`src/rtl/serial_tx_controller.sv`:
```
// serial_tx_controller: after a detector match on W, shifts a CNT_W-bit
// length off J (MSB first), then forwards that many payload bits to SerOut.
// Optional feature macro: SERIAL_TX_PARITY_EN adds an even-parity cycle
// after the payload, before Done.
// Ports:
//   Clk, Rst (async, active-low)  clock and reset
//   J, W                          serial line and detector match pulse
//   SerOut, SerValid              registered payload/parity bit and strobe
//   Busy, Done                    state != IDLE, one-cycle end-of-frame
//   CntOut                        payload bits remaining
module serial_tx_controller #(
    parameter int CNT_W = 4
) (
    input  logic             Clk,
    input  logic             Rst,
    input  logic             J,
    input  logic             W,
    output logic             SerOut,
    output logic             SerValid,
    output logic             Busy,
    output logic             Done,
    output logic [CNT_W-1:0] CntOut
);

    localparam int IW = (CNT_W > 1) ? $clog2(CNT_W) : 1;

    typedef enum logic [2:0] {
        S_IDLE,
        S_GET_CNT,
        S_TRANSMIT,
`ifdef SERIAL_TX_PARITY_EN
        S_PARITY,
`endif
        S_DONE
    } state_t;

`ifdef SERIAL_TX_PARITY_EN
    localparam state_t TAIL = S_PARITY;
`else
    localparam state_t TAIL = S_DONE;
`endif

    state_t           state;
    logic [IW-1:0]    idx;
    logic [CNT_W-1:0] len;
    logic [CNT_W-1:0] len_nxt;
`ifdef SERIAL_TX_PARITY_EN
    logic             par;
`endif

    // Shift in the next length bit; the old MSB falls off.
    assign len_nxt = CNT_W'({len, J});

    assign Busy = (state != S_IDLE);
    assign Done = (state == S_DONE);

    always_ff @(posedge Clk or negedge Rst) begin
        if (!Rst) begin
            state    <= S_IDLE;
            idx      <= '0;
            len      <= '0;
            SerOut   <= 1'b0;
            SerValid <= 1'b0;
            CntOut   <= '0;
`ifdef SERIAL_TX_PARITY_EN
            par      <= 1'b0;
`endif
        end else begin
            unique case (state)
                S_IDLE: begin
                    SerValid <= 1'b0;
                    if (W) begin
                        state <= S_GET_CNT;
                        idx   <= '0;
                        len   <= '0;
`ifdef SERIAL_TX_PARITY_EN
                        par   <= 1'b0;
`endif
                    end
                end
                S_GET_CNT: begin
                    len <= len_nxt;
                    idx <= idx + 1'b1;
                    if (idx == IW'(CNT_W - 1)) begin
                        CntOut <= len_nxt;
                        // A zero length never enters TRANSMIT, so the
                        // down-counter cannot wrap.
                        if (len_nxt != '0)
                            state <= S_TRANSMIT;
                        else
                            state <= TAIL;
                    end
                end
                S_TRANSMIT: begin
                    SerOut   <= J;
                    SerValid <= 1'b1;
                    CntOut   <= CntOut - 1'b1;
`ifdef SERIAL_TX_PARITY_EN
                    par      <= par ^ J;
`endif
                    if (CntOut == CNT_W'(1))
                        state <= TAIL;
                end
`ifdef SERIAL_TX_PARITY_EN
                S_PARITY: begin
                    SerOut   <= par;
                    SerValid <= 1'b0;
                    state    <= S_DONE;
                end
`endif
                S_DONE: begin
                    SerValid <= 1'b0;
                    state    <= S_IDLE;
                end
                default: begin
                    SerValid <= 1'b0;
                    state    <= S_IDLE;
                end
            endcase
        end
    end

endmodule

```
`config.mk`:
```
export PLATFORM = sky130hd
export DESIGN_NAME = serial_tx_controller
export DESIGN_NICKNAME = d
export VERILOG_FILES = /design/src/rtl/serial_tx_controller.sv
export SDC_FILE = /design/constraint.sdc
export NUM_CORES = 1
export LEC_CHECK = 0
export ABC_AREA = 1
export CAP_MARGIN = 10
export CORE_MARGIN = 2
export CORE_UTILIZATION = 51
export CTS_CLUSTER_DIAMETER = 150
export DETAILED_ROUTE_END_ITERATION = 8
export GPL_TIMING_DRIVEN = 1
export PLACE_DENSITY = 0.86
export RECOVER_POWER = 25
export SLEW_MARGIN = 20
export SYNTH_ARGS = -nofsm -noshare
export SYNTH_HDL_FRONTEND = slang
export SYNTH_SLANG_ARGS = --single-unit
```
`constraint.sdc`:
```
create_clock -name Clk -period 1.7 [get_ports Clk]
set_input_delay 0.17 -clock Clk [delete_from_list [all_inputs] [get_ports Clk]]
set_output_delay 0.17 -clock Clk [all_outputs]
set_load 0.02 [all_outputs]
```
==> metrics, run 1 <==
status complete, no violations; ys async rst share 100%; total CTS buffers 3; RSZ-0062 raised after global routing false; Slowest-stage cell, CP clkdlybuf4s50_1; pin count of the biggest net entering global routing 14; antenna cells 0; # DRC 0; Tmin final 1.61 ns; crit start category flop; Area Growth Syn to Fin 18.2%; Post-synth top cells nand2_1, dfrtp_1, inv_1, ha_1, nand3_1; ys flop type dfrtp_1; Final TNS setup 0 ns; htree depth 1; Root Buffer clkbuf_4; Worst Tran Pin Value 0.619 ns; most common cell in the synthesized netlist nand2_1; Netlist cell types 21; Final period util 94.8%; kind of cell adding the most delay to the critical path buffers and inverters; post-synth top area share 40.9%; Fin. Hold Viols 0; Core Area 1490 sq um; detailed-route wire length per cell 11.2 microns; Ports 12; routed vias/inst 5.07; crit path kind flop to output port; power density over the cells 1930 nW/um^2; area leader, netlist dfrtp_1; cts hold-fix bufs 0; sequential-to-total area share from yosys stat 40.9%; CTS Sinks 13; global-route wire length before repair 2490 microns; CP Data Arrival Time 1.44 ns; share of cells above drive strength 1 14.4%; Syn. warnings 0; Clock Skew 0.00209 ns; antenna violations before repair 0; FMAX 620 MHz; Die H 43.5 microns; HP Class primary input to async pin; fill count 117; Post-Syn Area per Cell 8.20 sq um; CTS tree built; Placer Congestion 0.746; Post-Syn Area 796 sq um; final slew viol count 0; Non-Filler Instances 127; gr usage total 17.3%; WL final 1430 microns; crit path capture type output port; Worst-Skew Late Latency 0.27 ns; synthesized instance count 97; CTS max path bufs 2; DP HPWL 1110 microns; Final Net Count 124; Post-synth EDFFs 0; crit path max fanout 5; largest cells by area after synthesis dfrtp_1, ha_1, nand2_1; die width 43.5 microns; first drt pass iteration count 4; CP Buf/Inv Count 1; vias in the first global route 593; initial drt markers 14; Final setup viols 0; Critical Path, Cell by Cell ha_1, clkdlybuf4s50_1; DRT antenna net count 0; register bit total from synthesis 13; CP peak stage delay 0.53 ns; number of core rows 14; LEAKAGE 0.464 nW; IO buf count 11; Reg clk slew, reported paths 0.08 ns; detailed-route via count 644; Initial Util 53.4%; Die ar. 1890 sq um; Cells after DPL 123; Syn Nets 109; total gr overflow 0; Rel. slew slack 58.6%; IR drop worst, VDD 970 uV; Worst EP required 1.53 ns; max-cap violations 0
==> state kept, by name (all words and copies together), names as in the netlist <==
name / cells
state: 2
idx: 2
len: 3
SerValid: 1
SerOut: 1
CntOut: 4
==> per-layer routing <==
layer  vias to the layer above  track usage (%)  routed length (microns)
met2                         9             27.5                      700
li1                        335                -                        -
met1                       298             23.8                      665
met3                         2             4.17                       50
met4                         0             4.85                        8
met5                         -                0                        0
==> layout by cell type (no fill, tap or decap) <==
| cell | synthesis | routed |
|---|---|---|
| o21ai_2 | 1 | 1 |
| clkbuf_1 | 0 | 1 |
| inv_1 | 12 | 12 |
| clkdlybuf4s50_1 | 0 | 9 |
| dfrtp_1 | 13 | 12 |
| nand3_1 | 6 | 6 |
| inv_4 | 1 | 1 |
| o21ai_0 | 5 | 5 |
| o21ai_4 | 1 | 1 |
| a21oi_2 | 1 | 1 |
| o211ai_2 | 1 | 1 |
| o21ai_1 | 5 | 5 |
| dlygate4sd3_1 | 0 | 1 |
| nand2_2 | 3 | 3 |
| inv_2 | 3 | 3 |
| dlygate4sd2_1 | 0 | 1 |
| nor2_1 | 5 | 5 |
| buf_4 | 1 | 1 |
| dfrtp_2 | 0 | 1 |
| o211ai_1 | 1 | 1 |
| nand3b_1 | 1 | 1 |
| ha_1 | 8 | 8 |
| clkbuf_4 | 0 | 3 |
| o22ai_1 | 1 | 1 |
| nand2_1 | 25 | 25 |
| a21oi_1 | 2 | 2 |
==> per-stage QoR <==
| stage | utilization, % | total power [mW] | hold WS, ns | cell area, sq um | worst slack [ns] |
|---|---|---|---|---|---|
| after floorplan | - | 1.34 | -0.126 | 796 | 0.465 |
| after global placement | 61.4 | 1.60 | 0.458 | 915 | 0.214 |
| after detailed placement | 61.4 | 1.63 | 0.480 | 915 | 0.153 |
| after CTS | 63.1 | 1.82 | 0.288 | 940 | 0.0640 |
| after global routing | 63.2 | 1.98 | 0.388 | 941 | 0.00962 |
| final | 63.2 | 1.81 | 0.343 | 941 | 0.0883 |
==> power breakdown <==
| part | switching (mW) | total, mW | leakage (nW) | internal, mW |
|---|---|---|---|---|
| logic | 0.633 | 1.06 | 0.282 | 0.426 |
| clock network | 0.104 | 0.195 | 0.0150 | 0.0909 |
| registers | 0.115 | 0.558 | 0.167 | 0.444 |
==> kinds of logic after synthesis <==
kind of cell / Yosys count / synth area share (%)
buf+inv: 18 / 10.2
flops: 13 / 40.9
fa+ha+maj: 8 / 12.6
simple gates: 40 / 21.2
compound gates: 18 / 15.1
==> area by class of cell <==
cell class              count  area (sq um)  share of cell area, %
clock buffers               4          26.3                   2.79
well taps                  16          20.0                   2.13
multi-input cells          66           389                   41.4
flip-flops and latches     13           327                   34.7
repair buffers             12           116                   12.4
inverters                  16          62.6                   6.65
==> worst paths after layout <==
check                      startpoint         to  slack [ns]  depth (start not counted)
max reg2reg                  state[1]  CntOut[3]        0.20                          7
min                               Rst  CntOut[1]        0.34                          1
min reg2reg                    idx[1]     idx[1]        0.50                          2
max in group asynchronous         Rst   state[0]        0.92                          1
min in group Clk               idx[1]     idx[1]        0.50                          2
max                          state[0]       Done        0.09                          2
==> repair_timing <==
action | CTS | global route
endpoints found under the setup margin | 1 | 1
buffers inserted | 0 | 0
gates resized for setup | 1 | 1
No activity file was read; power rests on OpenSTA's default activity.
==> inputs of run 2 (changes only) <==
- ABC_AREA: 1 -> unset
==> run 2 against run 1 <==
Worst hold slack worse by 0.025 ns. Maximum frequency is 5.2% lower. Core utilization increased by 4.9 points. Sequential share of layout area down 2.0 points. Synthesized cell count down 23%. Final cell count fell by 11%. Area after synthesis down 1.4%. Clock power about the same.
==> metrics, run 2 <==
IO buf count 11; Rel. slew slack 61.3%; crit path max fanout 4; Die ar. 1870 sq um; Final Net Count 110; Post-synth EDFFs 0; crit start category flop; power density over the cells 2070 nW/um^2; final slew viol count 0; area leader, netlist dfrtp_1; sequential-to-total area share from yosys stat 41.5%; CP Data Arrival Time 1.92 ns; Tmin final 1.70 ns; detailed-route via count 680; antenna violations before repair 0; CTS max path bufs 2; ys async rst share 100%; IR drop worst, VDD 1250 uV; LEAKAGE 0.468 nW; Post-Syn Area per Cell 10.5 sq um; crit path kind flop to flop; CTS tree built; proportion of synthesized area in mux cells 8.29%; Clock Skew 0.0135 ns; share of cells above drive strength 1 18.6%; commonest cells after routing, fill and taps aside dfrtp_1, buf_4, ha_1, clkdlybuf4s50_1, inv_1; FMAX 588 MHz; most common cell in the synthesized netlist dfrtp_1; Reg clk slew, reported paths 0.09 ns; DRT antenna net count 0; Post-Layout Inst Area 1000 sq um; Top Registers CntOut x4, len x3; fill count 115; main combinational cell family by area after synthesis compound AO/OA/AOI/OAI gates; commonest non-fill, non-tap cell in the layout dfrtp_1; WL final 1800 microns; total CTS buffers 3; Worst EP required 1.92 ns; Die H 43.2 microns; Netlist cell types 32; number of core rows 14; placed instance area 971 sq um; Core Area 1470 sq um; synthesized instance count 75; Ports 12; Simple-Gate Fraction of Synth Area 11.3%; # DRC 0; detailed-route wire length per cell 15.9 microns; pin count of the biggest net entering global routing 14; vias in the first global route 683; routed vias/inst 6.02; Area Growth Syn to Fin 27.8%; number of flip-flops in the largest register 4; Worst-Skew Late Latency 0.28 ns; RSZ-0062 raised after global routing true; max-cap violations 0; status complete, no violations; FF-to-FF Start state[0]; Cells after DPL 108; Critical Path, Cell by Cell buf_4, ha_1, or4_1, o22ai_1, mux2_1; HP Class primary input to async pin; Reg with most FFs CntOut; Final TNS setup 0 ns; Initial Util 53.3%; Placer Congestion 0.828; register bit total from synthesis 13; total gr overflow 0; antenna cells 0; Fin. Hold Viols 0; die width 43.2 microns; first drt pass iteration count 4; overall power 2.07 mW; Syn. warnings 0; CP peak stage delay 0.52 ns; Hold Slack 0.318 ns; crit path capture type flop; ys flop type dfrtp_1; initial drt markers 16; Final setup viols 0; Syn Nets 87; Post-synth top cells dfrtp_1, ha_1, inv_1, a22o_1; global-route wire length before repair 2880 microns; CTS Sinks 13; post-synthesis compound-gate area fraction 19.9%; post-synth top area share 41.5%; Final period util 100%; Post-Synth Adder-Cell Area 12.8%; Slowest-stage cell, CP or4_1; Non-Filler Instances 113; htree depth 1; largest cells by area after synthesis dfrtp_1, ha_1, a22o_1; gr usage total 21.1%; Post-Syn Area 785 sq um; DP HPWL 1260 microns; Seq. cell area 328 sq um; Worst Tran Pin Value 0.578 ns; xor/xnor share of the synthesized area 1.12%; Critical path origin state[0]; Root Buffer clkbuf_4; Multi-input gate area 419 sq um
==> run 2: critical path: cells and delay by family, from the launching register on <==
kind                     cells  cell delay, ns
adder cells (fa/ha/maj)      1            0.21
buffers and inverters        1            0.16
multiplexers                 1            0.16
AO/OA/AOI/OAI                1            0.18
flip-flops                   1            0.41
AND/OR/NAND/NOR              1            0.52
==> run 2: per-stage QoR <==
step	util, %	setup slack (ns)
6_report	68.1	0.000308
5_1_grt	68.1	-0.0695
4_1_cts	68.1	0.000329
3_5_place_dp	66.0	-0.00407
3_3_place_gp	66.0	0.0299
2_1_floorplan	-	-0.0279
==> run 2: report_power, final <==
part / switching (mW) / leakage [nW] / internal [mW]
clock: 0.105 / 0.0150 / 0.0908
sequential: 0.109 / 0.156 / 0.461
combinational: 0.683 / 0.297 / 0.622
==> run 2: path summary, 6_finish.rpt <==
| kind | endpoint | slack [ns] | depth (start not counted) |
|---|---|---|---|
| worst max-delay path | state[0] | 0.0003 | 5 |
| worst min-delay path | CntOut[3] | 0.32 | 1 |
| worst max register to register | state[0] | 0.0003 | 5 |
| worst min register to register | SerValid | 0.49 | 1 |
| max in group asynchronous | CntOut[0] | 0.97 | 1 |
| min in group Clk | SerValid | 0.49 | 1 |
==> run 2: timing repair <==
action	in CTS	in global routing
resized for setup	2	0
pin swaps	1	0
hold endpoints to repair	0	0
buffers inserted	1	0
hold buffers	0	0
setup endpoints to repair	3	2
==> run 2: routing by layer <==
layer  vias to the layer above  GRT usage (%)  wire length, microns
met5                         -              0                     0
li1                        314              -                     -
met2                        35           31.6                   839
met4                         0           17.0                    80
met3                        11           4.68                   150
met1                       320           25.6                   730
==> run 2: area by class of cell <==
class	count	area share, %
clock buffer	4	2.62
sequential	13	32.7
timing repair buffer	21	18.2
multi-input combinational	52	41.8
tap	16	2.00
inverter	7	2.62
==> run 2: cell families (layout without fill, tap and decap cells) <==
group,Yosys count,after routing
xor+xnor,1,1
simple gates,16,16
mux,6,6
buf+inv,10,32
compound gates,21,21
flops,13,13
fa+ha+maj,8,8
